--- config.mk ---
export PLATFORM = sky130hd
export DESIGN_NAME = cordic_vectoring
export DESIGN_NICKNAME = d
export VERILOG_FILES = /design/src/rtl/cordic_pkg.sv /design/src/rtl/cordic_vector_step.sv /design/src/rtl/cordic_vectoring.sv
export SDC_FILE = /design/constraint.sdc
export NUM_CORES = 1
export LEC_CHECK = 0
export ABC_AREA = 1
export CAP_MARGIN = 20
export CORE_MARGIN = 2
export CORE_UTILIZATION = 35
export CTS_BUF_LIST = sky130_fd_sc_hd__clkbuf_8 sky130_fd_sc_hd__clkbuf_16
export DETAILED_ROUTE_END_ITERATION = 16
export SYNTH_ARGS = -nofsm -noshare
export SYNTH_HDL_FRONTEND = slang
export SYNTH_SLANG_ARGS = --single-unit
--- constraint.sdc ---
create_clock -name clk -period 3.3 [get_ports clk]
set_clock_uncertainty 0.05 [all_clocks]
set_input_delay 0.495 -clock clk [delete_from_list [all_inputs] [get_ports clk]]
set_output_delay 0.495 -clock clk [all_outputs]
set_load 0.005 [all_outputs]
--- src/rtl/cordic_pkg.sv ---
// Shared CORDIC constants: arctangent table, pi/2 and the vectoring FSM state type.
package cordic_pkg;

  localparam int ANGLE_FRAC = 14;
  localparam logic signed [15:0] PI_OVER_2 = 16'sh6488;

  typedef enum logic [1:0] {
    IDLE,
    ITER,
    DONE
  } state_e;

  // atan(2^-idx) in Q2.14, truncated; identical to the rotation-mode table.
  function automatic logic signed [15:0] atan_entry(input logic [3:0] idx);
    case (idx)
      4'd0:    return 16'sh3243;
      4'd1:    return 16'sh1DAC;
      4'd2:    return 16'sh0FAD;
      4'd3:    return 16'sh07F5;
      4'd4:    return 16'sh03FE;
      4'd5:    return 16'sh01FF;
      4'd6:    return 16'sh00FF;
      4'd7:    return 16'sh007F;
      4'd8:    return 16'sh003F;
      4'd9:    return 16'sh001F;
      4'd10:   return 16'sh000F;
      4'd11:   return 16'sh0007;
      4'd12:   return 16'sh0003;
      4'd13:   return 16'sh0001;
      default: return 16'sh0000;
    endcase
  endfunction

  // Re-express a Q.14 angle constant with `frac` fractional bits.
  function automatic logic signed [31:0] scale_angle(input logic signed [15:0] c, input int frac);
    if (frac >= ANGLE_FRAC) return 32'(c) <<< (frac - ANGLE_FRAC);
    return 32'(c) >>> (ANGLE_FRAC - frac);
  endfunction

endpackage

--- src/rtl/cordic_vector_step.sv ---
// One vectoring-mode micro-rotation: drives y toward zero and accumulates the angle in z.
module cordic_vector_step
  import cordic_pkg::*;
#(
  parameter int W    = 18,
  parameter int ZW   = 17,
  parameter int FRAC = 14
) (
  input  logic signed [W-1:0]  x_i,
  input  logic signed [W-1:0]  y_i,
  input  logic signed [ZW-1:0] z_i,
  input  logic        [3:0]    idx_i,
  output logic signed [W-1:0]  x_o,
  output logic signed [W-1:0]  y_o,
  output logic signed [ZW-1:0] z_o
);

  logic signed [W-1:0]  x_sh;
  logic signed [W-1:0]  y_sh;
  logic signed [ZW-1:0] atan;

  always_comb begin
    x_sh = x_i >>> idx_i;
    y_sh = y_i >>> idx_i;
    atan = ZW'(scale_angle(atan_entry(idx_i), FRAC));
    if (!y_i[W-1]) begin
      x_o = x_i + y_sh;
      y_o = y_i - x_sh;
      z_o = z_i + atan;
    end else begin
      x_o = x_i - y_sh;
      y_o = y_i + x_sh;
      z_o = z_i - atan;
    end
  end

endmodule

--- src/rtl/cordic_vectoring.sv ---
// Iterative vectoring CORDIC: (x, y) -> (K*|v|, atan2(y, x)), one micro-rotation per clock.
module cordic_vectoring
  import cordic_pkg::*;
#(
  parameter int WIDTH = 16,
  parameter int FRAC  = 14,
  parameter int ITERS = 14
) (
  input  logic                    clk,
  input  logic                    reset,
  input  logic                    in_valid,
  output logic                    in_ready,
  input  logic signed [WIDTH-1:0] x_in,
  input  logic signed [WIDTH-1:0] y_in,
  output logic                    out_valid,
  input  logic                    out_ready,
  output logic signed [WIDTH+1:0] mag_out,
  output logic signed [WIDTH:0]   angle_out
);

  localparam int XW = WIDTH + 2;
  // The angle never leaves (-4, 4), so z only needs the Q3.14 output range.
  localparam int ZW = WIDTH + 1;
  localparam logic [3:0] LAST = 4'(ITERS - 1);
  localparam logic signed [ZW-1:0] PI_HALF = ZW'(scale_angle(PI_OVER_2, FRAC));

  state_e               state_q;
  logic [3:0]           i_q;
  logic signed [XW-1:0] x_q, x_d, x_nxt, x_ext;
  logic signed [XW-1:0] y_q, y_d, y_nxt, y_ext;
  logic signed [ZW-1:0] z_q, z_d, z_nxt;
  logic                 zero_q;
  logic                 in_ready_q;
  logic                 out_valid_q;
  logic                 accept;

  assign x_ext  = XW'(x_in);
  assign y_ext  = XW'(y_in);
  assign accept = (state_q == IDLE) && in_valid && in_ready_q;

  cordic_vector_step #(
    .W   (XW),
    .ZW  (ZW),
    .FRAC(FRAC)
  ) u_step (
    .x_i  (x_q),
    .y_i  (y_q),
    .z_i  (z_q),
    .idx_i(i_q),
    .x_o  (x_nxt),
    .y_o  (y_nxt),
    .z_o  (z_nxt)
  );

  always_comb begin
    // NOTE: hold values are assigned first so every path drives x_d/y_d/z_d and no latch is inferred.
    x_d = x_q;
    y_d = y_q;
    z_d = z_q;
    if (accept) begin
      if (!x_in[WIDTH-1]) begin
        x_d = x_ext;
        y_d = y_ext;
        z_d = '0;
      end else if (!y_in[WIDTH-1]) begin
        x_d = y_ext;
        y_d = -x_ext;
        z_d = PI_HALF;
      end else begin
        x_d = -y_ext;
        y_d = x_ext;
        z_d = -PI_HALF;
      end
    end else if (state_q == ITER) begin
      x_d = x_nxt;
      y_d = y_nxt;
      z_d = z_nxt;
    end
  end

  // NOTE: every register, datapath included, is cleared by reset so an aborted result never resurfaces.
  always_ff @(posedge clk or posedge reset) begin
    if (reset) begin
      state_q     <= IDLE;
      i_q         <= '0;
      x_q         <= '0;
      y_q         <= '0;
      z_q         <= '0;
      zero_q      <= 1'b0;
      in_ready_q  <= 1'b0;
      out_valid_q <= 1'b0;
    end else begin
      x_q <= x_d;
      y_q <= y_d;
      z_q <= z_d;
      unique case (state_q)
        IDLE: begin
          if (accept) begin
            state_q    <= ITER;
            i_q        <= '0;
            in_ready_q <= 1'b0;
            zero_q     <= (x_in == '0) && (y_in == '0);
          end else begin
            in_ready_q <= 1'b1;
          end
        end
        ITER: begin
          if (i_q == LAST) begin
            state_q     <= DONE;
            out_valid_q <= 1'b1;
          end else begin
            i_q <= i_q + 4'd1;
          end
        end
        DONE: begin
          if (out_ready) begin
            state_q     <= IDLE;
            out_valid_q <= 1'b0;
            in_ready_q  <= 1'b1;
          end
        end
        default: state_q <= IDLE;
      endcase
    end
  end

  assign in_ready  = in_ready_q;
  assign out_valid = out_valid_q;
  assign mag_out   = x_q;
  assign angle_out = zero_q ? '0 : z_q;

endmodule

### Yosys cells after proc, flatten, opt, wreduce, memory -nomap -nowiden

Memories as Yosys holds them, arrays and structs flattened.
Index checks and enable logic that the tools add are counted.

| storage, ports and cells | value |
|---|---|
| register bits after elaboration | 62 |
| memory bits (read-only) | 224 |
| input bits | 36 |
| output and inout port bits | 37 |
| word-level logic and storage cells | 71 |
| memories kept | 1 |

| operators by class | value |
|---|---|
| $add $sub $neg | 9 |
| eq/ne operators | 7 |
| shift-type cells | 2 |
| muxes and demuxes | 29 |
| reductions and logical operators | 15 |

Memory list:

| name | depth | bits a word | read ports | clocked after Yosys merged registers in | wr ports | line | text |
|---|---|---|---|---|---|---|---|
| (name not given) | 16 | 14 | 1 | 0 | 0 | cordic_pkg.sv:15 | `case (idx)` |

Operator list:

| operator | number |
|---|---|
| 18-bit 2-to-1 mux | 10 |
| 17-bit 2-to-1 mux | 6 |
| 18-bit adder | 2 |
| 16-bit negation with 18-bit output | 2 |
| 18-bit by 4-bit >>> shifter with 18-bit output | 2 |
| 18-bit subtractor | 2 |
| 16-bit logical NOT | 2 |
| 17-bit by 16-bit adder with 17-bit output | 1 |
| 17-bit by 16-bit subtractor with 17-bit output | 1 |
| 3-bit AND reduction | 3 |
| 4-bit 2-to-1 mux | 2 |
| 4-bit one-hot mux with 2 select lines | 1 |
| 2-bit nonzero test | 4 |
| 2-bit 2-to-1 mux | 3 |
| 2-bit != test (second input constant) | 3 |
| 2-bit one-hot mux with 3 select lines | 1 |
| 4-bit by 1-bit adder with 4-bit output (second input constant) | 1 |
| 4-bit == test (second input constant) | 1 |
| 1-bit 2-to-1 mux | 4 |
| 1-bit one-hot mux with 2 select lines | 2 |
| 2-bit AND reduction | 2 |
| 1-bit logical AND | 3 |
| 2-bit by 1-bit == test with 1-bit output (second input constant) | 1 |
| 2-bit == test (second input constant) | 1 |
| 2 further kinds | 2 |

### Logic depth before layout (Yosys ltp)

Gate-level depths: netlist of the first run.

| depth | value |
|---|---|
| word-level depth | 5 |
| mapped depth | 31 |
| mapped depth without buffers | 29 |

### Hierarchy

A second synthesis of the first run with hierarchy kept.

| second synthesis, totals | value |
|---|---|
| cell total of the unflattened synthesis | 1571 |
| area, all modules | 9310.2 µm² |

By module, submodules not included:

| module | times used | cells each | area each (µm²) | seq. area each (µm²) |
|---|---|---|---|---|
| cordic_vector_step | 1 | 987 | 5296.3 | 0.0 |
| cordic_vectoring | 1 | 584 | 4013.8 | 1551.5 |

### Worst setup path before layout of the first run

No wires, ideal clock.

| path | value |
|---|---|
| path type | register -> register |
| start | register i_q[0] |
| end | register y_q[16] |
| library setup time | 129 ps |
| data arrival time | 3262 ps |
| required time | 3121 ps |
| setup slack | -142 ps |
| cell stages (with the launch flop) | 27 |
| buffers on the path | 2 |
| clock period less this slack | 3442 ps |
| path through | dfrtp_1 > buf_6 > buf_2 > a21oi_1 > o21ai_0 > nand3_1 > o21ai_0 > a21oi_2 > ha_1 > nand3_1 > nor2_2 > nand3_2 > nor2_4 > nand2_2 > nand2_2 > xor2_1 > inv_1 > ha_1 > nand2_1 > nor2_1 > nand3_1 > nand3_1 > nand2_1 > o211ai_1 > a21oi_1 > o21ai_0 > nand3_1 |

| between the ends | value |
|---|---|
| word-level cells in the longest chain between the ends | 5 |
| elaborated cells on any way between the ends | 6 |
| classes of those cells | add/sub (2); shift (1); mux (3) |

Ends and longest elaborated chain:

| element | line | text |
|---|---|---|
| start, declared | cordic_vectoring.sv:28 | `logic [3:0] i_q;` |
| start signal, assigned | cordic_vectoring.sv:112 | `i_q <= i_q + 4'd1;` |
| 18-bit by 4-bit >>> shifter with 18-bit output * | cordic_vector_step.sv:23 | `x_sh = x_i >>> idx_i;` |
| 18-bit subtractor / 18-bit adder (equally long branches) | cordic_vector_step.sv:28, cordic_vector_step.sv:32 |  |
| 18-bit 2-to-1 mux * | cordic_vector_step.sv:26 | `if (!y_i[W-1]) begin` |
| 18-bit 2-to-1 mux * | cordic_vectoring.sv:74 | `end else if (state_q == ITER) begin` |
| 18-bit 2-to-1 mux * | cordic_vectoring.sv:60 | `if (accept) begin` |
| end signal, assigned | cordic_vectoring.sv:94 | `y_q <= y_d;` |
| end, declared | cordic_vectoring.sv:30 | `logic signed [XW-1:0] y_q, y_d, y_nxt, y_ext;` |

Every way passes the cells marked *; elsewhere a longest branch is shown, timed or not. The select of a mux whose other input is x is not followed.
A chain may end at the register's enable or synchronous reset.

### Worst setup path in the final report of the first run

| path | value |
|---|---|
| start | register i_q[0] |
| end | register x_q[14], in the netlist mag_out[14] |

| between the ends | value |
|---|---|
| word-level cells in the longest chain between the ends | 5 |
| elaborated cells on any way between the ends | 6 |
| classes of those cells | add/sub (2); shift (1); mux (3) |

Ends and longest elaborated chain:

| element | line | text |
|---|---|---|
| 18-bit by 4-bit >>> shifter with 18-bit output * | cordic_vector_step.sv:24 | `y_sh = y_i >>> idx_i;` |
| 18-bit adder / 18-bit subtractor (equally long branches) | cordic_vector_step.sv:27, cordic_vector_step.sv:31 |  |
| 18-bit 2-to-1 mux * | cordic_vector_step.sv:26 |  |
| 18-bit 2-to-1 mux * | cordic_vectoring.sv:74 |  |
| 18-bit 2-to-1 mux * | cordic_vectoring.sv:60 |  |
| end signal, assigned | cordic_vectoring.sv:86 | `x_q <= '0;` |
| end signal, assigned | cordic_vectoring.sv:93 | `x_q <= x_d;` |
| end, declared | cordic_vectoring.sv:29 | `logic signed [XW-1:0] x_q, x_d, x_nxt, x_ext;` |

Marks and branches as above.

==> reports/summary.txt, run 1 <==
CRITICAL PATH
--------------------------------------------------------------------------------------------
Capture point of the critical path                                              mag_out[14]$_DFFE_PP0P_
Master of the slowest instance on the critical path                             sky130_fd_sc_hd__dfrtp_2
Max incr delay on CP                                                                 0.45 ns
Worst R2R Start                                                                 i_q[0]$_DFFE_PP0P_
Worst Path Required                                                                  3.53 ns
Depth of the worst register-to-register path                                              24
Crit path top cell by count                                                     sky130_fd_sc_hd__nand3_2
Cell breakdown of the critical path                                             buf_6 -> buf_12 -> nand2_2 -> buf_4 -> nand3_2 -> nand3_2 -> nand2_2 -> a21oi_4 -> nand3_2 -> nor2_4 -> nand3_2 -> nand2_4 -> o21ai_4 -> o21ai_4 -> ha_4 -> nand2_4 -> nor2_4 -> nand3_2 -> nand4_1 -> buf_4 -> a21o_1 -> a21oi_2 -> o21ai_2 -> a21oi_2
Critical path fanouts, max                                                                 7
Critical Path Source                                                            i_q[0]$_DFFE_PP0P_
Path type of the worst setup path                                               flip-flop to flip-flop
Crit path arrival time                                                               3.98 ns
Worst reg2reg path endpoint                                                     mag_out[14]$_DFFE_PP0P_
Crit. End Element                                                                  flip-flop
Sort of element at the start of the critical path                                  flip-flop
Slack of the worst reg-to-reg path                                                  -0.46 ns

DRT
--------------------------------------------------------------------------------------------
Wire length after detailed routing                                                   38.0 mm
Total DRC errors in the routed layout                                                      0
Routed via count                                                                       11500
First DRT Iteration DRCs                                                                 784
Remaining number of nets flagged by the antenna check after routing                        0
First-pass iteration count of the detailed router                                          7
DR WL/cell                                                                           17.5 um
Per-cell via count in the routed design                                                 5.31

SYNTH
--------------------------------------------------------------------------------------------
Post-synthesis sequential element count                                                   62
Top cells by instance count after synthesis                                     sky130_fd_sc_hd__nand2_1, sky130_fd_sc_hd__nand3_1, sky130_fd_sc_hd__inv_1
Top_reg_cell synth                                                              sky130_fd_sc_hd__dfrtp_1
Number of warnings printed during yosys synthesis                                          0
Fraction of post-synthesis cell area in the top cell type by area                      0.172
Basic-gate share of the synthesized area counting and, or, nand and nor cells          0.375
Number of enable flip-flop cells after synthesis                                           0
Synth async-reset ratio                                                                 1.00
Area leader, netlist                                                            sky130_fd_sc_hd__dfrtp_1
Most frequent cell after synthesis                                              sky130_fd_sc_hd__nand2_1
Seq/Total Area, Yosys                                                                  0.172
Xor and xnor fraction of the mapped netlist area                                      0.0593
Adder-Cell Fraction of Synth Area                                                     0.0900
Complex-gate fraction of the synthesized area                                          0.200
Multiplexer share of the synthesized area                                                  0
Total nets after synthesis                                                              1535
Number of cells produced by synthesis                                                   1436
Syn Std Cell Area                                                                   9010 um2
Count of unique library cells instantiated by Yosys                                       55
Top post-synthesis cells by area                                                sky130_fd_sc_hd__dfrtp_1, sky130_fd_sc_hd__nand2_1, sky130_fd_sc_hd__nand3_1
Largest family of logic cells by synthesized area                               simple AND/OR/NAND/NOR gates
Synthesized area per cell                                                           6.27 um2

DIE
--------------------------------------------------------------------------------------------
Cell Rows                                                                                 58
Starting density of the core                                                           0.357
Number of top-level pins                                                                  73
Placeable core region                                                              25300 um2
Height of the die                                                                     164 um
Die footprint                                                                      27000 um2
Chip Width                                                                            164 um

RUN STATUS
--------------------------------------------------------------------------------------------
Failing checks                                                                  setup timing
Outcome                                                                         complete, but fails checks

TIMING
--------------------------------------------------------------------------------------------
Post-route setup slack                                                             -0.459 ns
Number of max-slew violations in the final report                                          0
Time the worst path needs with I/O delays and setup                                  3.76 ns
Endpoints failing setup                                                                   30
Fraction of the cycle the final worst path needs                                        1.14
Unrepaired setup endpoints after global routing                                          yes
Sum Neg Setup Slack                                                                 -6.71 ns
Final count of hold timing violations                                                      0
Worst slew pin tran                                                                 0.910 ns
Maximum clock frequency                                                              266 MHz
Normalized max-slew margin                                                             0.387

LAYOUT
--------------------------------------------------------------------------------------------
Antenna cells                                                                              0
Final net count                                                                         1931
Post-synthesis to final-layout area growth                                             64.3%
Share of the core filled with cells                                                    0.586
Fraction of final layout cells sized beyond drive strength 1                           0.409
Reg area                                                                            1550 um2
Count of fill cells added during filler insertion                                       2269
Total area of multi-input combinational cells                                       8140 um2

PLACE
--------------------------------------------------------------------------------------------
Final weighted congestion in routability-driven placement                              0.905
Post-DP HPWL                                                                         27.5 mm
Quantity of I/O buffers inserted on ports                                                 72

CLOCK NETWORK
--------------------------------------------------------------------------------------------
Clock-pin slew on the worst setup and hold paths                                     0.06 ns
CTS Hold Buffers Added                                                                     0
Clock latency on the worst-skew pair                                                 0.35 ns
CTS max path bufs                                                                          2
Clock sink total                                                                          62
Max H-tree Level                                                                           3
CTS Root Cell                                                                   sky130_fd_sc_hd__clkbuf_16
Number of CTS-inserted buffers                                                             9
Clock tree from TritonCTS                                                              built

MIN PATH
--------------------------------------------------------------------------------------------
Hold_sp                                                                         out_valid$_DFFE_PP0P_
Path class of the lowest-slack min-delay path                                   flip-flop to flip-flop

GRT
--------------------------------------------------------------------------------------------
GRT overflow                                                                               0
Global-route wire length before repair                                               56.2 mm
Number of antenna violations at the first check in global routing                          0
Vias in the first global route                                                         10600
Pin count of the biggest net entering global routing                                      53
Combined global-route utilization of all metal layers                                  0.267

JOB
--------------------------------------------------------------------------------------------
Max-cap viol count                                                                         0

==> cell usage in the layout (no fill, tap or decap), types with 5 or more instances in the layout <==
| master | netlist | layout |
|---|---|---|
| sky130_fd_sc_hd__nor2_1 | 125 | 108 |
| sky130_fd_sc_hd__nand3_4 | 0 | 8 |
| sky130_fd_sc_hd__dfrtp_1 | 62 | 60 |
| sky130_fd_sc_hd__a21oi_1 | 117 | 78 |
| sky130_fd_sc_hd__buf_4 | 10 | 338 |
| sky130_fd_sc_hd__xor2_2 | 0 | 9 |
| sky130_fd_sc_hd__a21oi_4 | 3 | 17 |
| sky130_fd_sc_hd__inv_2 | 7 | 17 |
| sky130_fd_sc_hd__nor2_4 | 4 | 9 |
| sky130_fd_sc_hd__o21ai_0 | 92 | 59 |
| sky130_fd_sc_hd__nand2_1 | 335 | 271 |
| sky130_fd_sc_hd__buf_6 | 5 | 18 |
| sky130_fd_sc_hd__nand2_2 | 29 | 80 |
| sky130_fd_sc_hd__a21oi_2 | 3 | 28 |
| sky130_fd_sc_hd__nor3_1 | 6 | 5 |
| sky130_fd_sc_hd__ha_4 | 0 | 28 |
| sky130_fd_sc_hd__a31oi_1 | 20 | 17 |
| sky130_fd_sc_hd__nand4_1 | 6 | 6 |
| sky130_fd_sc_hd__o211ai_1 | 13 | 13 |
| sky130_fd_sc_hd__o21ai_1 | 10 | 29 |
| sky130_fd_sc_hd__nand3_1 | 168 | 123 |
| sky130_fd_sc_hd__xnor2_1 | 13 | 9 |
| sky130_fd_sc_hd__nand3_2 | 27 | 64 |
| sky130_fd_sc_hd__nor2_2 | 8 | 20 |
| sky130_fd_sc_hd__nand2_4 | 9 | 21 |
| sky130_fd_sc_hd__o21ai_2 | 5 | 12 |
| sky130_fd_sc_hd__inv_1 | 141 | 130 |
| sky130_fd_sc_hd__o221ai_1 | 10 | 10 |
| sky130_fd_sc_hd__a21o_1 | 6 | 6 |
| sky130_fd_sc_hd__clkdlybuf4s50_1 | 0 | 72 |
| sky130_fd_sc_hd__xor2_1 | 48 | 35 |
| sky130_fd_sc_hd__o21ai_4 | 0 | 7 |
| sky130_fd_sc_hd__ha_1 | 60 | 29 |
| sky130_fd_sc_hd__clkbuf_16 | 0 | 10 |
| sky130_fd_sc_hd__buf_12 | 1 | 8 |
==> what timing repair did <==
item,in CTS,in global routing
cloned,4,2
buffers inserted,23,30
resized for setup,151,226
endpoints found under the setup margin,36,42
pin swaps,35,100
==> area by class of cell <==
cell class,count,share of cell area
tap,330,0.0279
timing repair inverter,3,0.00296
clock buffer,10,0.0161
clock inverter,6,0.00414
multi-input combinational,1161,0.550
inverter,153,0.0412
timing repair buffer,442,0.253
sequential,62,0.105
==> critical path: cells and delay by family (launching register included) <==
kind	cells	cell delay (ns)
adders and majority gates	1	0.25
and+or+nand+nor	12	1.33
AOI/OAI and AO/OA	7	0.96
buffers and inverters	4	0.66
DFF	1	0.45
==> per-layer routing <==
metal,share of wire,track usage,vias up
met5,0,0,-
met4,0.031,0.0838,0
met3,0.069,0.0485,77
met2,0.46,0.425,419
met1,0.44,0.367,5400
li1,-,-,5621
==> through the flow <==
step	instances	instance area (um2)	hold slack [ns]	worst slack [ns]
after global routing	2167	14800	0.496	-0.646
final	2167	14800	0.431	-0.459
after detailed placement	2096	12300	0.424	-0.563
after global placement	2096	12300	0.417	-0.522
after floorplan	1436	9080	0.423	-0.0924
after CTS	2138	13500	0.440	-0.359
==> logic make-up (layout without fill, tap and decap cells) <==
logic type	Yosys count	count (layout)
adders and majority gates	63	63
xor gates and xnor gates	61	61
buffers and inverters	213	614
AOI/OAI and AO/OA	307	307
DFF	62	62
and+or+nand+nor	730	730
==> sequential cells by signal, summed over array words and instances, names as in the netlist <==
signal and flops:
state_q 2, i_q 4, zero_q 1, y_q 18, out_valid 1, in_ready 1
z_q 17, mag_out 18
==> worst min-delay path by stage <==
| stage | to | slack [ns] | depth (start not counted) |
|---|---|---|---|
| after floorplan | out_valid$_DFFE_PP0P_ | 0.42 | 2 |
| after global placement | out_valid$_DFFE_PP0P_ | 0.42 | 2 |
| after detailed placement | out_valid$_DFFE_PP0P_ | 0.42 | 2 |
| after CTS | out_valid$_DFFE_PP0P_ | 0.44 | 2 |
| after global routing | out_valid$_DFFE_PP0P_ | 0.50 | 2 |
| final | out_valid$_DFFE_PP0P_ | 0.43 | 2 |
Power of run 1 is left out: the tool's default activity adds up to more than one toggle a clock period on the data nets, which glitch-free logic cannot reach.
==> run 2, diff against run 1 <==
--- a/config.mk
+++ b/config.mk
@@ -10,7 +10,9 @@
 export CORE_MARGIN = 2
 export CORE_UTILIZATION = 35
 export CTS_BUF_LIST = sky130_fd_sc_hd__clkbuf_8 sky130_fd_sc_hd__clkbuf_16
+export CTS_CLUSTER_SIZE = 14
 export DETAILED_ROUTE_END_ITERATION = 16
+export SKIP_CTS_REPAIR_TIMING = 1
 export SYNTH_ARGS = -nofsm -noshare
 export SYNTH_HDL_FRONTEND = slang
 export SYNTH_SLANG_ARGS = --single-unit
==> reports/summary.txt, run 2 (synthesis results as in run 1) <==
GRT
----------------------------------------------------------------------------------
Number of antenna violations at the first check in global routing                0   unchanged
Combined global-route utilization of all metal layers                        0.253   -0.0143
Pin count of the biggest net entering global routing                            53   unchanged
Global-route wire length before repair                                     53.2 mm   -5.2%
GRT overflow                                                                     0   unchanged
Vias in the first global route                                               10100   -4.8%

PLACE
----------------------------------------------------------------------------------
Final weighted congestion in routability-driven placement                    0.905   unchanged
Post-DP HPWL                                                               27.5 mm   unchanged
Post-DP Area                                                             12300 um2   unchanged
Quantity of I/O buffers inserted on ports                                       72   unchanged

LAYOUT
----------------------------------------------------------------------------------
Antenna cells                                                                    0   unchanged
Post-synthesis to final-layout area growth                                   58.2%
Area of all placed cells without fillers                                 14300 um2   -3.7%
Final net count                                                               1914   -0.88%
Fraction of final layout cells sized beyond drive strength 1                 0.386   -0.0231
Share of the core filled with cells                                          0.564   -0.0219
Leading cell types in the layout, fill and taps excluded              sky130_fd_sc_hd__buf_4, sky130_fd_sc_hd__nand2_1, sky130_fd_sc_hd__inv_1, sky130_fd_sc_hd__nand3_1, sky130_fd_sc_hd__nor2_1
Most common cell after layout, fill and taps aside                    sky130_fd_sc_hd__buf_4

CLOCK NETWORK
----------------------------------------------------------------------------------
Number of CTS-inserted buffers                                                   9   unchanged
Max H-tree Level                                                                 3   unchanged
Clock sink total                                                                62   unchanged
Clock latency on the worst-skew pair                                       0.35 ns   about the same
CTS Root Cell                                                         sky130_fd_sc_hd__clkbuf_16
Clock-pin slew on the worst setup and hold paths                           0.06 ns   about the same
Clock tree from TritonCTS                                                    built
CTS max path bufs                                                                2   unchanged

TIMING
----------------------------------------------------------------------------------
Worst slew pin tran                                                       0.956 ns   +0.0467 ns
Final count of hold timing violations                                            0   unchanged
Endpoints failing setup                                                         37   +23%
Post-route setup slack                                                   -0.528 ns   -0.0691 ns
Unrepaired setup endpoints after global routing                                yes
Fraction of the cycle the final worst path needs                              1.16   +0.0210
Normalized max-slew margin                                                   0.356   -0.0314
Number of max-slew violations in the final report                                0   unchanged
Time the worst path needs with I/O delays and setup                        3.83 ns   +0.0691 ns
Maximum clock frequency                                                    261 MHz   -1.8%

DRT
----------------------------------------------------------------------------------
Wire length after detailed routing                                         36.7 mm   -3.5%
First DRT Iteration DRCs                                                       720   -8.2%
Remaining number of nets flagged by the antenna check after routing              0   unchanged
DR WL/cell                                                                 17.1 um   -2.8%
Routed via count                                                             11300   -2.1%
First-pass iteration count of the detailed router                                6   -1
Total DRC errors in the routed layout                                            0   unchanged
Per-cell via count in the routed design                                       5.24   -1.4%

CRITICAL PATH
----------------------------------------------------------------------------------
Crit path arrival time                                                     4.01 ns   +0.03 ns
Path type of the worst setup path                                     flip-flop to flip-flop
Sort of element at the start of the critical path                        flip-flop
Depth of the worst register-to-register path                                    21   -13%
Crit. End Element                                                        flip-flop
Critical path fanouts, max                                                       6   -1
Worst Path Required                                                        3.49 ns   -0.04 ns

MIN PATH
----------------------------------------------------------------------------------
Path class of the lowest-slack min-delay path                         flip-flop to flip-flop
Min-Delay Path Depth                                                             2   unchanged

DIE
----------------------------------------------------------------------------------
Placeable core region                                                    25300 um2   unchanged
Starting density of the core                                                 0.357   unchanged
Chip Width                                                                  164 um   unchanged
Height of the die                                                           164 um   unchanged
Cell Rows                                                                       58   unchanged
Number of top-level pins                                                        73   unchanged
Die footprint                                                            27000 um2   unchanged

RUN STATUS
----------------------------------------------------------------------------------
Outcome                                                               complete, but fails checks
Failing checks                                                        setup timing

JOB
----------------------------------------------------------------------------------
Max-cap viol count                                                               0   unchanged

-- run 2: cell types whose count changed in the layout (fill, tap and decap cells not counted), moves of 5 or more --
cell | previous run | this run
sky130_fd_sc_hd__a21oi_2 | 28 | 35
sky130_fd_sc_hd__a21oi_4 | 17 | 6
sky130_fd_sc_hd__buf_4 | 338 | 331
sky130_fd_sc_hd__buf_6 | 18 | 10
sky130_fd_sc_hd__ha_1 | 29 | 38
sky130_fd_sc_hd__ha_4 | 28 | 19
sky130_fd_sc_hd__nand2_1 | 271 | 278
sky130_fd_sc_hd__nand3_1 | 123 | 130
sky130_fd_sc_hd__nand3_2 | 64 | 58
sky130_fd_sc_hd__nor2_2 | 20 | 14
sky130_fd_sc_hd__o21ai_2 | 12 | 17
sky130_fd_sc_hd__o21ai_4 | 7 | 2
-- run 2: stage by stage --
stage / hold slack [ns] / std cells / TNS, ns / setup WS, ns
final: 0.431 / 2150 / -9.94 / -0.528
after global routing: 0.496 / 2150 / -17.16 / -0.737
after CTS: 0.440 / 2112 / -11.88 / -0.586
after detailed placement: 0.424 / 2096 / -11.20 / -0.563
after global placement: 0.417 / 2096 / -9.77 / -0.522
after floorplan: 0.423 / 1436 / -0.130 / -0.0924
-- run 2: layout make-up --
| cell class | count | area [um2] |
|---|---|---|
| clock buffers | 10 | 239 |
| well taps | 330 | 413 |
| flip-flops and latches | 62 | 1560 |
| fillers | 2384 | 11000 |
| clock inverters | 6 | 61.3 |
| inverters | 153 | 607 |
| repair inverters | 3 | 40.0 |
| repair buffers | 425 | 3560 |
| multi-input cells | 1161 | 7780 |
-- run 2: worst paths after layout --
kind | from | to | slack, ns
setup / recovery | i_q[0]$_DFFE_PP0P_ | mag_out[16]$_DFFE_PP0P_ | -0.53
hold / removal | out_valid$_DFFE_PP0P_ | out_valid$_DFFE_PP0P_ | 0.43
setup reg to reg | i_q[0]$_DFFE_PP0P_ | mag_out[16]$_DFFE_PP0P_ | -0.53
hold reg to reg | out_valid$_DFFE_PP0P_ | out_valid$_DFFE_PP0P_ | 0.43
max in group asynchronous | reset | i_q[0]$_DFFE_PP0P_ | 2.01
min in group asynchronous | reset | z_q[15]$_DFFE_PP0P_ | 0.49
-- run 2: critical path, stage by stage (launching register included) --
cell and delay, ns:
sky130_fd_sc_hd__dfrtp_4 0.52, sky130_fd_sc_hd__buf_8 0.16, sky130_fd_sc_hd__clkbuf_16 0.16, sky130_fd_sc_hd__nand2_4 0.06
sky130_fd_sc_hd__nand3_2 0.09, sky130_fd_sc_hd__nand3_2 0.08, sky130_fd_sc_hd__nand2_2 0.08, sky130_fd_sc_hd__a21oi_4 0.22
sky130_fd_sc_hd__nand3_2 0.15, sky130_fd_sc_hd__nor2_4 0.19, sky130_fd_sc_hd__a21oi_2 0.07, sky130_fd_sc_hd__xnor2_1 0.27
sky130_fd_sc_hd__ha_1 0.34, sky130_fd_sc_hd__a21oi_2 0.17, sky130_fd_sc_hd__o21ai_1 0.09, sky130_fd_sc_hd__nand2_1 0.08
sky130_fd_sc_hd__nand4_1 0.10, sky130_fd_sc_hd__buf_6 0.15, sky130_fd_sc_hd__nand3_1 0.07, sky130_fd_sc_hd__nand2_1 0.09
sky130_fd_sc_hd__or2_2 0.29, sky130_fd_sc_hd__a32o_1 0.21
-- run 2: per-layer routing --
metal  routed length [um]  GRT usage
met5                    0          0
met4                  978     0.0854
met3                 2300     0.0387
met2                16600      0.392
met1                16800      0.358
Power of run 2 is left out for the same reason.
